--- src/rtl/cdb_arbiter_pkg.sv ---
// rtl/cdb_arbiter_pkg.sv - shared constants, entry types and mask helper for the CDB arbiter
package sys_defs;

  localparam int N            = 2;   // CDB slots per cycle
  localparam int NUM_FU_TOTAL = 6;   // functional-unit requesters
  localparam int TAG_W        = 6;
  localparam int DATA_W       = 32;
  localparam int BMASK_W      = 4;
  localparam int PTR_W        = $clog2(NUM_FU_TOTAL);

  typedef logic [BMASK_W-1:0] B_MASK;
  typedef logic [PTR_W-1:0]   rr_ptr_t;

  typedef struct packed {
    logic              valid;
    logic [TAG_W-1:0]  tag;
    logic [DATA_W-1:0] data;
    B_MASK             bmask;
  } CDB_ENTRY;

  localparam CDB_ENTRY CDB_ENTRY_EMPTY = '0;

  // True when a result depends on any branch named in the resolve vector
  function automatic logic hits_branch(input B_MASK mask, input B_MASK resolve);
    return |(mask & resolve);
  endfunction

endpackage

--- src/rtl/cdb_arbiter_if.sv ---
// rtl/cdb_arbiter_if.sv - FU request, branch resolve and CDB broadcast signals
interface cdb_arbiter_if;
  import sys_defs::*;

  logic [NUM_FU_TOTAL-1:0]         req_valid;
  logic [NUM_FU_TOTAL*TAG_W-1:0]   req_tag;
  logic [NUM_FU_TOTAL*DATA_W-1:0]  req_data;
  logic [NUM_FU_TOTAL*BMASK_W-1:0] req_bmask;
  logic [NUM_FU_TOTAL-1:0]         req_ready;
  logic [BMASK_W-1:0]              b_mm_resolve;
  logic                            b_mm_mispred;
  logic [N*NUM_FU_TOTAL-1:0]       gnt_bus;
  logic [N-1:0]                    cdb_valid;
  logic [N*TAG_W-1:0]              cdb_tag;
  logic [N*DATA_W-1:0]             cdb_data;
  logic [N*BMASK_W-1:0]            cdb_bmask;

  // Execute stage / branch unit side
  modport master (
    output req_valid, req_tag, req_data, req_bmask, b_mm_resolve, b_mm_mispred,
    input  req_ready, gnt_bus, cdb_valid, cdb_tag, cdb_data, cdb_bmask
  );

  // Arbiter side
  modport slave (
    input  req_valid, req_tag, req_data, req_bmask, b_mm_resolve, b_mm_mispred,
    output req_ready, gnt_bus, cdb_valid, cdb_tag, cdb_data, cdb_bmask
  );

endinterface

--- src/rtl/cdb_arbiter_rr_multi_grant.sv ---
// rtl/cdb_arbiter_rr_multi_grant.sv - combinational N-of-NUM_REQ round-robin selector
module rr_multi_grant
  import sys_defs::*;
#(
  parameter int NUM_SLOTS = N,
  parameter int NUM_REQ   = NUM_FU_TOTAL,
  parameter int PW        = PTR_W
) (
  input  logic [NUM_REQ-1:0]           eligible_i,
  input  logic [PW-1:0]                rr_ptr_i,
  output logic [NUM_SLOTS*NUM_REQ-1:0] gnt_bus_o,
  output logic [PW-1:0]                next_ptr_o
);

  // Visit requesters in order rr_ptr, rr_ptr+1, ... (wrapping) and hand each
  // eligible one the next free slot; the pointer follows the last one served.
  always_comb begin
    logic [PW:0] cand;
    int          taken;
    gnt_bus_o  = '0;
    next_ptr_o = rr_ptr_i;
    cand       = '0;
    taken      = 0;
    for (int k = 0; k < NUM_REQ; k++) begin
      cand = {1'b0, rr_ptr_i} + (PW+1)'(k);
      if (cand >= (PW+1)'(NUM_REQ)) begin
        cand = cand - (PW+1)'(NUM_REQ);
      end
      for (int i = 0; i < NUM_REQ; i++) begin
        if (cand == (PW+1)'(i) && eligible_i[i] && taken < NUM_SLOTS) begin
          for (int s = 0; s < NUM_SLOTS; s++) begin
            if (s == taken) begin
              gnt_bus_o[s*NUM_REQ + i] = 1'b1;
            end
          end
          next_ptr_o = (i == NUM_REQ-1) ? '0 : PW'(i + 1);
          taken      = taken + 1;
        end
      end
    end
  end

endmodule

--- src/rtl/cdb_arbiter.sv ---
// rtl/cdb_arbiter.sv - per-FU result buffers, round-robin CDB grant and registered broadcast
module cdb_arbiter
  import sys_defs::*;
(
  input logic          clock,
  input logic          reset,
  cdb_arbiter_if.slave bus
);

  CDB_ENTRY buf_q    [NUM_FU_TOTAL];
  CDB_ENTRY buf_d    [NUM_FU_TOTAL];
  CDB_ENTRY req_entry[NUM_FU_TOTAL];
  CDB_ENTRY cdb_q    [N];
  CDB_ENTRY cdb_d    [N];
  rr_ptr_t  rr_ptr_q;
  rr_ptr_t  rr_ptr_d;

  logic                      mispred_active;
  logic [NUM_FU_TOTAL-1:0]   buf_valid;
  logic [NUM_FU_TOTAL-1:0]   squash;
  logic [NUM_FU_TOTAL-1:0]   eligible;
  logic [NUM_FU_TOTAL-1:0]   granted;
  logic [NUM_FU_TOTAL-1:0]   ready_vec;
  logic [NUM_FU_TOTAL-1:0]   accept;
  logic [N*NUM_FU_TOTAL-1:0] gnt_raw;

  logic [N-1:0]         cdb_valid_flat;
  logic [N*TAG_W-1:0]   cdb_tag_flat;
  logic [N*DATA_W-1:0]  cdb_data_flat;
  logic [N*BMASK_W-1:0] cdb_bmask_flat;

  assign mispred_active = bus.b_mm_mispred & (|bus.b_mm_resolve);

  // Unpack the flat request bus into one entry per FU (mask as presented)
  always_comb begin
    for (int i = 0; i < NUM_FU_TOTAL; i++) begin
      req_entry[i].valid = 1'b1;
      req_entry[i].tag   = bus.req_tag[i*TAG_W +: TAG_W];
      req_entry[i].data  = bus.req_data[i*DATA_W +: DATA_W];
      req_entry[i].bmask = bus.req_bmask[i*BMASK_W +: BMASK_W];
    end
  end

  // A mispredicted branch kills dependent buffers before they can compete
  always_comb begin
    buf_valid = '0;
    squash    = '0;
    eligible  = '0;
    for (int i = 0; i < NUM_FU_TOTAL; i++) begin
      buf_valid[i] = buf_q[i].valid;
      squash[i]    = buf_q[i].valid & mispred_active &
                     hits_branch(buf_q[i].bmask, bus.b_mm_resolve);
      eligible[i]  = buf_q[i].valid & ~squash[i];
    end
  end

  rr_multi_grant #(
    .NUM_SLOTS (N),
    .NUM_REQ   (NUM_FU_TOTAL),
    .PW        (PTR_W)
  ) u_rr_multi_grant (
    .eligible_i (eligible),
    .rr_ptr_i   (rr_ptr_q),
    .gnt_bus_o  (gnt_raw),
    .next_ptr_o (rr_ptr_d)
  );

  // Per-FU view of the grants; a buffer being drained this cycle may refill
  always_comb begin
    granted = '0;
    for (int s = 0; s < N; s++) begin
      granted = granted | gnt_raw[s*NUM_FU_TOTAL +: NUM_FU_TOTAL];
    end
    ready_vec = ~buf_valid | granted;
    accept    = bus.req_valid & ready_vec;
  end

  // Buffer next state. Resolve bits are always stripped: on a correct
  // prediction that is the required cleanup, and on a mispredict every
  // survivor already has the bit clear.
  always_comb begin
    for (int i = 0; i < NUM_FU_TOTAL; i++) begin
      buf_d[i]       = buf_q[i];
      buf_d[i].bmask = buf_q[i].bmask & ~bus.b_mm_resolve;
      if (accept[i]) begin
        buf_d[i]       = req_entry[i];
        buf_d[i].bmask = req_entry[i].bmask & ~bus.b_mm_resolve;
        if (mispred_active && hits_branch(req_entry[i].bmask, bus.b_mm_resolve)) begin
          buf_d[i].valid = 1'b0;
        end
      end else if (granted[i] || squash[i]) begin
        buf_d[i] = CDB_ENTRY_EMPTY;
      end
    end
  end

  // Each CDB slot captures the entry its grant selects; ungranted slots go empty
  always_comb begin
    for (int s = 0; s < N; s++) begin
      cdb_d[s] = CDB_ENTRY_EMPTY;
      for (int i = 0; i < NUM_FU_TOTAL; i++) begin
        if (gnt_raw[s*NUM_FU_TOTAL + i]) begin
          cdb_d[s]       = buf_q[i];
          cdb_d[s].bmask = buf_q[i].bmask & ~bus.b_mm_resolve;
        end
      end
    end
  end

  // State registers; reset discards everything buffered or in broadcast
  always_ff @(posedge clock or posedge reset) begin
    if (reset) begin
      for (int i = 0; i < NUM_FU_TOTAL; i++) begin
        buf_q[i] <= CDB_ENTRY_EMPTY;
      end
      for (int s = 0; s < N; s++) begin
        cdb_q[s] <= CDB_ENTRY_EMPTY;
      end
      rr_ptr_q <= '0;
    end else begin
      for (int i = 0; i < NUM_FU_TOTAL; i++) begin
        buf_q[i] <= buf_d[i];
      end
      for (int s = 0; s < N; s++) begin
        cdb_q[s] <= cdb_d[s];
      end
      rr_ptr_q <= rr_ptr_d;
    end
  end

  // Flatten the slot registers onto the broadcast bus
  always_comb begin
    cdb_valid_flat = '0;
    cdb_tag_flat   = '0;
    cdb_data_flat  = '0;
    cdb_bmask_flat = '0;
    for (int s = 0; s < N; s++) begin
      cdb_valid_flat[s]                   = cdb_q[s].valid;
      cdb_tag_flat[s*TAG_W +: TAG_W]       = cdb_q[s].tag;
      cdb_data_flat[s*DATA_W +: DATA_W]    = cdb_q[s].data;
      cdb_bmask_flat[s*BMASK_W +: BMASK_W] = cdb_q[s].bmask;
    end
  end

  assign bus.req_ready = ready_vec;
  assign bus.gnt_bus   = reset ? '0 : gnt_raw;
  assign bus.cdb_valid = cdb_valid_flat;
  assign bus.cdb_tag   = cdb_tag_flat;
  assign bus.cdb_data  = cdb_data_flat;
  assign bus.cdb_bmask = cdb_bmask_flat;

endmodule

--- src/flat_wrapper.sv ---
// flat-port wrapper written by rule: the top's interface ports become plain ports
module cdb_arbiter_flat import sys_defs::*;
  (clock, reset, bus_req_valid, bus_req_tag, bus_req_data, bus_req_bmask, bus_b_mm_resolve, bus_b_mm_mispred, bus_req_ready, bus_gnt_bus, bus_cdb_valid, bus_cdb_tag, bus_cdb_data, bus_cdb_bmask);
  cdb_arbiter_if bus_i ();
  input logic clock;
  input logic reset;
  input wire logic [$bits(bus_i.req_valid)-1:0] bus_req_valid;
  input wire logic [$bits(bus_i.req_tag)-1:0] bus_req_tag;
  input wire logic [$bits(bus_i.req_data)-1:0] bus_req_data;
  input wire logic [$bits(bus_i.req_bmask)-1:0] bus_req_bmask;
  input wire logic [$bits(bus_i.b_mm_resolve)-1:0] bus_b_mm_resolve;
  input wire logic [$bits(bus_i.b_mm_mispred)-1:0] bus_b_mm_mispred;
  output wire logic [$bits(bus_i.req_ready)-1:0] bus_req_ready;
  output wire logic [$bits(bus_i.gnt_bus)-1:0] bus_gnt_bus;
  output wire logic [$bits(bus_i.cdb_valid)-1:0] bus_cdb_valid;
  output wire logic [$bits(bus_i.cdb_tag)-1:0] bus_cdb_tag;
  output wire logic [$bits(bus_i.cdb_data)-1:0] bus_cdb_data;
  output wire logic [$bits(bus_i.cdb_bmask)-1:0] bus_cdb_bmask;
  assign bus_i.req_valid = bus_req_valid;
  assign bus_i.req_tag = bus_req_tag;
  assign bus_i.req_data = bus_req_data;
  assign bus_i.req_bmask = bus_req_bmask;
  assign bus_i.b_mm_resolve = bus_b_mm_resolve;
  assign bus_i.b_mm_mispred = bus_b_mm_mispred;
  assign bus_req_ready = bus_i.req_ready;
  assign bus_gnt_bus = bus_i.gnt_bus;
  assign bus_cdb_valid = bus_i.cdb_valid;
  assign bus_cdb_tag = bus_i.cdb_tag;
  assign bus_cdb_data = bus_i.cdb_data;
  assign bus_cdb_bmask = bus_i.cdb_bmask;
  cdb_arbiter u_core (.clock(clock), .reset(reset), .bus(bus_i));
endmodule
--- config.mk ---
export PLATFORM = sky130hd
export DESIGN_NAME = cdb_arbiter_flat
export DESIGN_NICKNAME = d
export VERILOG_FILES = /design/src/rtl/cdb_arbiter_pkg.sv /design/src/rtl/cdb_arbiter_if.sv /design/src/rtl/cdb_arbiter_rr_multi_grant.sv /design/src/rtl/cdb_arbiter.sv /design/src/flat_wrapper.sv
export SDC_FILE = /design/constraint.sdc
export NUM_CORES = 1
export LEC_CHECK = 0
export BUFFER_PORTS_ARGS = -buffer_cell sky130_fd_sc_hd__clkbuf_2
export CORE_ASPECT_RATIO = 1.75
export CORE_UTILIZATION = 28
export DETAILED_ROUTE_END_ITERATION = 16
export GPL_TIMING_DRIVEN = 0
export PLACE_DENSITY = 0.55
export SLEW_MARGIN = 10
export SYNTH_ARGS = -nofsm -noshare
export SYNTH_HDL_FRONTEND = slang
export SYNTH_HIERARCHICAL = 1
export SYNTH_SLANG_ARGS = --single-unit
--- constraint.sdc ---
create_clock -name clock -period 37 [get_ports clock]
set_clock_uncertainty 0.05 [all_clocks]
set_input_delay 0 -clock clock [delete_from_list [all_inputs] [get_ports clock]]
set_output_delay 0 -clock clock [all_outputs]
set_load 0.1 [all_outputs]
==> results of run 1 <==
-- per-layer routing --
metal | GRT usage (%) | vias to the layer above
met5 | 0 | -
met4 | 20.8 | 18
met3 | 4.62 | 379
met2 | 45.3 | 1129
met1 | 27.2 | 10900
li1 | - | 9845
-- stage by stage --
step                      util, %  setup TNS, ns  instance area (sq um)
after CTS                    37.3              0                  28800
after detailed placement     32.4         -0.345                  25000
after global placement       32.3         -0.295                  24900
after global routing         37.5         -0.124                  28900
after floorplan                 -              0                  21800
final                        37.5              0                  28900
-- how the worst max path moves through the flow --
stage                        from                    end  slack (ns)  depth (start not counted)
6_report       u_core/rr_ptr_q[0]        bus_gnt_bus[11]        2.09                        145
3_3_place_gp   u_core/rr_ptr_q[0]  u_core/bus.cdb_tag[1]       -0.07                        147
4_1_cts        u_core/rr_ptr_q[0]        bus_gnt_bus[11]        0.13                        145
2_1_floorplan  u_core/rr_ptr_q[0]        bus_gnt_bus[11]        6.43                        143
3_5_place_dp   u_core/rr_ptr_q[0]        bus_gnt_bus[11]       -0.12                        146
5_1_grt        u_core/rr_ptr_q[0]        bus_gnt_bus[11]       -0.05                        145
-- what timing repair did --
action                     in CTS  in global routing
setup endpoints to repair      25                180
pin swaps                       0                  4
hold buffers                  263                  0
hold endpoints to repair      293                  0
resized for setup               3                 34
buffers inserted                0                  8
-- registers in the layout, indices dropped and copies added, names as in the netlist --
name,count
u_core/bus.cdb_data,64
u_core/bus.cdb_tag,12
u_core/bus.cdb_bmask,8
u_core/buf_q,258
u_core/bus.cdb_valid,2
u_core/rr_ptr_q,3
-- placed cells by master (no fill, tap or decap), types with 7 or more instances in the layout --
cell / instances
clkbuf_2: 376
dfrtp_1: 347
dlygate4sd3_1: 263
a22o_1: 242
a21oi_1: 222
inv_1: 157
nand2_1: 150
ha_1: 113
clkbuf_1: 104
o21ai_0: 92
nor2_1: 91
a22oi_1: 89
a221oi_1: 55
nor2b_1: 54
o22ai_1: 45
nor3b_1: 42
clkbuf_16: 31
buf_2: 31
a221o_1: 29
nand3_1: 29
a32o_1: 24
nor3_1: 21
xnor2_1: 19
and2_1: 18
buf_4: 16
and3_1: 14
buf_6: 13
buf_1: 11
o211ai_1: 11
nand2b_1: 11
a31oi_1: 11
xor2_1: 11
or2_2: 10
a211o_1: 10
or3_1: 10
a222oi_1: 9
diode_2: 7
clkbuf_8: 7
xnor2_4: 7
-- critical path, delay by kind of cell (launching register included) --
family / cells / cell delay, ns
flip-flops: 1 / 0.40
XOR/XNOR: 6 / 1.73
adder cells (fa/ha/maj): 30 / 9.65
buffers and inverters: 19 / 3.70
AO/OA/AOI/OAI: 43 / 9.92
AND/OR/NAND/NOR: 47 / 8.79
-- area by class of cell --
type	count	area, sq um
diodes	7	17.5
plain buffers	174	832
clock buffers	41	883
clock inverters	15	241
fillers	7859	48300
inverters	166	638
multi-input cells	1590	11700
flip-flops and latches	347	8680
well taps	1027	1280
repair buffers	642	4620
-- cells by family (layout without fill, tap and decap cells) --
kind of cell | Yosys count | in the layout | synth area share (%)
buffers and inverters | 341 | 1038 | 6.65
AND/OR/NAND/NOR | 507 | 507 | 12.5
multiplexers | 1 | 1 | 0.0517
flip-flops | 347 | 347 | 39.8
adder cells (fa/ha/maj) | 114 | 114 | 6.58
other | 0 | 7 | 0
XOR/XNOR | 45 | 45 | 2.92
AO/OA/AOI/OAI | 923 | 923 | 31.4
==> results.cfg, run 1 <==
[outcome]
status = completed

[worst_setup_path]
critical_path.most_common_cell = ha_1
worst-endpoint-required_ns = 36.95
critical-path-max-stage-delay_ns = 0.64
critical_path.endpoint_type = output port
timing.rr.start = u_core/rr_ptr_q[0]
timing.critical_path.arrival_ns = 34.86
reg2reg_to = u_core/buf_q[3]
critical_path_type = reg2out
worst_reg2reg_path_depth = 148
worst-r2r-setup-slack_ns = 2.10
critical_path.slowest_cell = or4b_1
path_max_fanout = 19
critical_path.startpoint_type = flip-flop

[timing]
finalHoldViolCount = 0
hold_ws_ns = 0.0218
timing.slew.headroom_pct = 19.9
max_clock_freq_mhz = 28.6
slew_viol_final = 0
final_worst_path_setup_slack_ns = 2.09
finalWorstPathRequiredPeriod_ns = 34.91
worst_slew_pin_slew_ns = 1.20
setup_viol = 0
timing.final.crit_share_pct = 94.4

[synth]
synth.net_count = 2657
yosys-top-cells-count = 347 x dfrtp_1, 242 x a22o_1, 223 x a21oi_1
ys_types = 108
synthDominantCellAreaShare_pct = 39.8
largest_area_contributor_in_the_synthesized_netlist = dfrtp_1
synth-main-ff-cell = dfrtp_1
syn_avg_cell_area_sq_um = 9.57
ys_ff_latch = 347
synth-edff-count = 0
yosysSeqAreaShare_pct = 39.8
synth_async_sr_flop_share_pct = 100
syn_inst = 2278
yosys-top-cells-area = dfrtp_1 40%, a22o_1 9.7%, ha_1 6.5%
yosys_warnings = 6
synth.cell_area_sq_um = 21800
synth.most_common_cell = dfrtp_1

[floorplanning]
starting_density_of_the_core_pct = 28.2
io_pins = 369
rows = 135
die_w_um = 213
die_h_um = 371
fp.coreArea_sq_um = 77200
die_area_sq_um = 79000

[drt]
postRouteAntennaNets = 0
drt-vias-per-instance = 5.55
drt_first_iter_violations = 2057
remaining_drc_errors = 0
post_drt_wl_per_cell_um = 26.2
dr.pass1.iters = 6
met3_wirelength_um = 6890
wl_um = 105000
vias = 22300
total_length_of_routed_met2_wires_um = 51900
routed.top_layer = met5
route.layer.met1.wl_um = 36800

[global_routing]
grt_overflow = 0
antenna_violations_before_repair = 17
gr-usage-all-layers_pct = 26.0
grt_pass1_vias = 22700
grt_first_pass_wirelength_um = 151000
grt_start_max_net_pins = 120

[min_path]
timing.hold.worst_path_depth = 5
min-delay-path-class = in2reg
hold-path-endpoint = u_core/buf_q[128]
holdCritStartpoint = bus_b_mm_resolve[3]

[placed_design]
port-buffer-count = 368
placement.setup.worst_slack_ns = -0.121
globalplace.congestion = 0.971
placedCellCount = 3676
dpl.hpwl_um = 81800

[clocking]
cts_root_buffer = clkbuf_16
clkLatencyLatePin_ns = 0.62
cts_buffers = 30
cts_tree = done
htree_num_levels = 1
numClockSinks = 347
cts.reportedPaths.clkPinSlew_ns = 0.08
cts-root-to-sink-buffers = 3

[finish]
layout.nets = 3330
layout-drive-gt1-share_pct = 19.7
stdcell_count = 4009
syn_to_final_growth_pct = 32.7

[job]
max-cap-violations = 0
Power of run 1 is not shown: default switching activity piles up to over one toggle a cycle in this logic, so the estimate is an artifact.
==> run 2, diff against run 1 <==
--- a/config.mk
+++ b/config.mk
@@ -10,6 +10,7 @@
 export CORE_UTILIZATION = 28
 export DETAILED_ROUTE_END_ITERATION = 16
 export GPL_TIMING_DRIVEN = 0
+export MAX_ROUTING_LAYER = met4
 export PLACE_DENSITY = 0.55
 export SLEW_MARGIN = 10
 export SYNTH_ARGS = -nofsm -noshare
==> run 2 against run 1 <==
Wire length is 1.0% higher. Die area stayed put. Register-to-register slack hardly changed. Critical path depth is 4 higher. Critical path type is now in2reg.
==> results.cfg, run 2 (same netlist as run 1, synthesis figures left out) <==
[clocking]
cts_root_buffer = clkbuf_16
htree_num_levels = 1
cts-root-to-sink-buffers = 3
clkLatencyLatePin_ns = 0.59
cts_tree = done
cts_buffers = 31
cts.reportedPaths.clkPinSlew_ns = 0.07
numClockSinks = 347

[timing]
max_clock_freq_mhz = 28.6
timing.final.crit_share_pct = 94.3
finalHoldViolCount = 0
finalWorstPathRequiredPeriod_ns = 34.91
worst_slew_pin_slew_ns = 1.27
timing.slew.headroom_pct = 13.8
setup_viol = 0
slew_viol_final = 0

[job]
max-cap-violations = 0

[drt]
dr.pass1.iters = 5
drt_first_iter_violations = 1966
wl_um = 106000
post_drt_wl_per_cell_um = 26.5
remaining_drc_errors = 0
postRouteAntennaNets = 0
drt-vias-per-instance = 5.54
vias = 22200

[placed_design]
globalplace.congestion = 1.00
port-buffer-count = 368
dpl.hpwl_um = 82300

[min_path]
min-delay-path-class = in2reg

[global_routing]
grt_pass1_vias = 22700
antenna_violations_before_repair = 16
grt_start_max_net_pins = 113
gr-usage-all-layers_pct = 26.9
grt_overflow = 0
grt_first_pass_wirelength_um = 151000

[outcome]
status = completed

[finish]
layout.cells.most_common = clkbuf_2
largest_register_ffs = 258
commonest_cells_after_routing_fill_and_taps_aside = 373 x clkbuf_2, 347 x dfrtp_1, 262 x dlygate4sd3_1
layout-drive-gt1-share_pct = 19.5
syn_to_final_growth_pct = 32.3
finalCoreUtilization_pct = 37.4
largest_reg_by_ff_count = u_core/buf_q
layout.nets = 3323

[worst_setup_path]
crit_buf_inv = 18
critical_path_type = in2reg
cpLargestDelayFamily = compound AO/OA/AOI/OAI gates
critical_path.endpoint_type = flip-flop
critical_path.slowest_cell = or4b_1
path_max_fanout = 11
critical_path.most_common_cell = ha_1
critical_path.startpoint_type = input port
timing.critical_path.arrival_ns = 35.33
critical-path-max-stage-delay_ns = 0.64
worst-endpoint-required_ns = 37.43

[floorplanning]
starting_density_of_the_core_pct = 28.2
rows = 135
die_area_sq_um = 79000
die_h_um = 371
die_w_um = 213
fp.coreArea_sq_um = 77200
io_pins = 369
==> run 2: changes by cell type in the layout (fill, tap and decap cells not counted), sizes merged, moves of 2 or more <==
cell / before / now
clkinv: 7 / 9
diode: 7 / 16
buf: 74 / 67
inv: 167 / 165
bufinv: 6 / 4
==> run 2: final cells by class <==
type | instances | area, sq um
buffer | 174 | 827
antenna | 16 | 40.0
fill | 7914 | 48300
tap | 1027 | 1280
sequential | 347 | 8680
multi-input combinational | 1590 | 11800
clock inverter | 14 | 183
inverter | 166 | 638
timing repair buffer | 634 | 4560
clock buffer | 42 | 877
==> run 2: repair_timing <==
item | 4_1_cts | 5_1_grt
setup endpoints to repair | 10 | 210
resized for setup | 3 | 33
hold buffers | 262 | 0
endpoints found under the hold margin | 342 | 0
buffers inserted | 0 | 1
pin swaps | 0 | 1
==> run 2: tightest hold or removal path: stages <==
cell      delay, ns
clkbuf_2       0.13
a22o_1         0.18
nor2_1         0.06
nor2_1         0.15
o21ai_0        0.11
==> run 2: worst paths after layout <==
path                       slack [ns]                start  cells after the start                    end
setup / recovery                 2.09  bus_b_mm_resolve[0]                    149  u_core/bus.cdb_tag[1]
setup reg to reg                 2.10   u_core/rr_ptr_q[0]                    146  u_core/bus.cdb_tag[1]
hold / removal                   0.04  bus_b_mm_resolve[3]                      5      u_core/buf_q[128]
hold reg to reg                  0.45    u_core/buf_q[133]                      1      u_core/buf_q[133]
max in group asynchronous       35.37                reset                      5      u_core/buf_q[115]
min in group asynchronous        0.48                reset                      4      u_core/buf_q[190]
==> run 2: through the flow <==
stage,std cells,hold slack [ns],cell area (sq um),setup TNS [ns],setup slack (ns)
after floorplan,2278,0.0825,21800,0,6.43
after global placement,3673,0.169,24900,-0.128,-0.0640
after detailed placement,3676,0.170,25000,0,0.111
after CTS,3994,0.00361,28700,0,0.0600
after global routing,4010,0.0460,28800,-0.00667,-0.00534
final,4010,0.0362,28800,0,2.09
==> run 2: per-layer routing <==
metal,vias up,GRT usage [%],part of all wire (%)
met4,0,22.5,9.2
met1,10800,27.1,35
met2,1121,45.3,49
met5,-,-,0
li1,9855,-,-
met3,394,4.50,6.4
Power of run 2 is left out for the same reason.
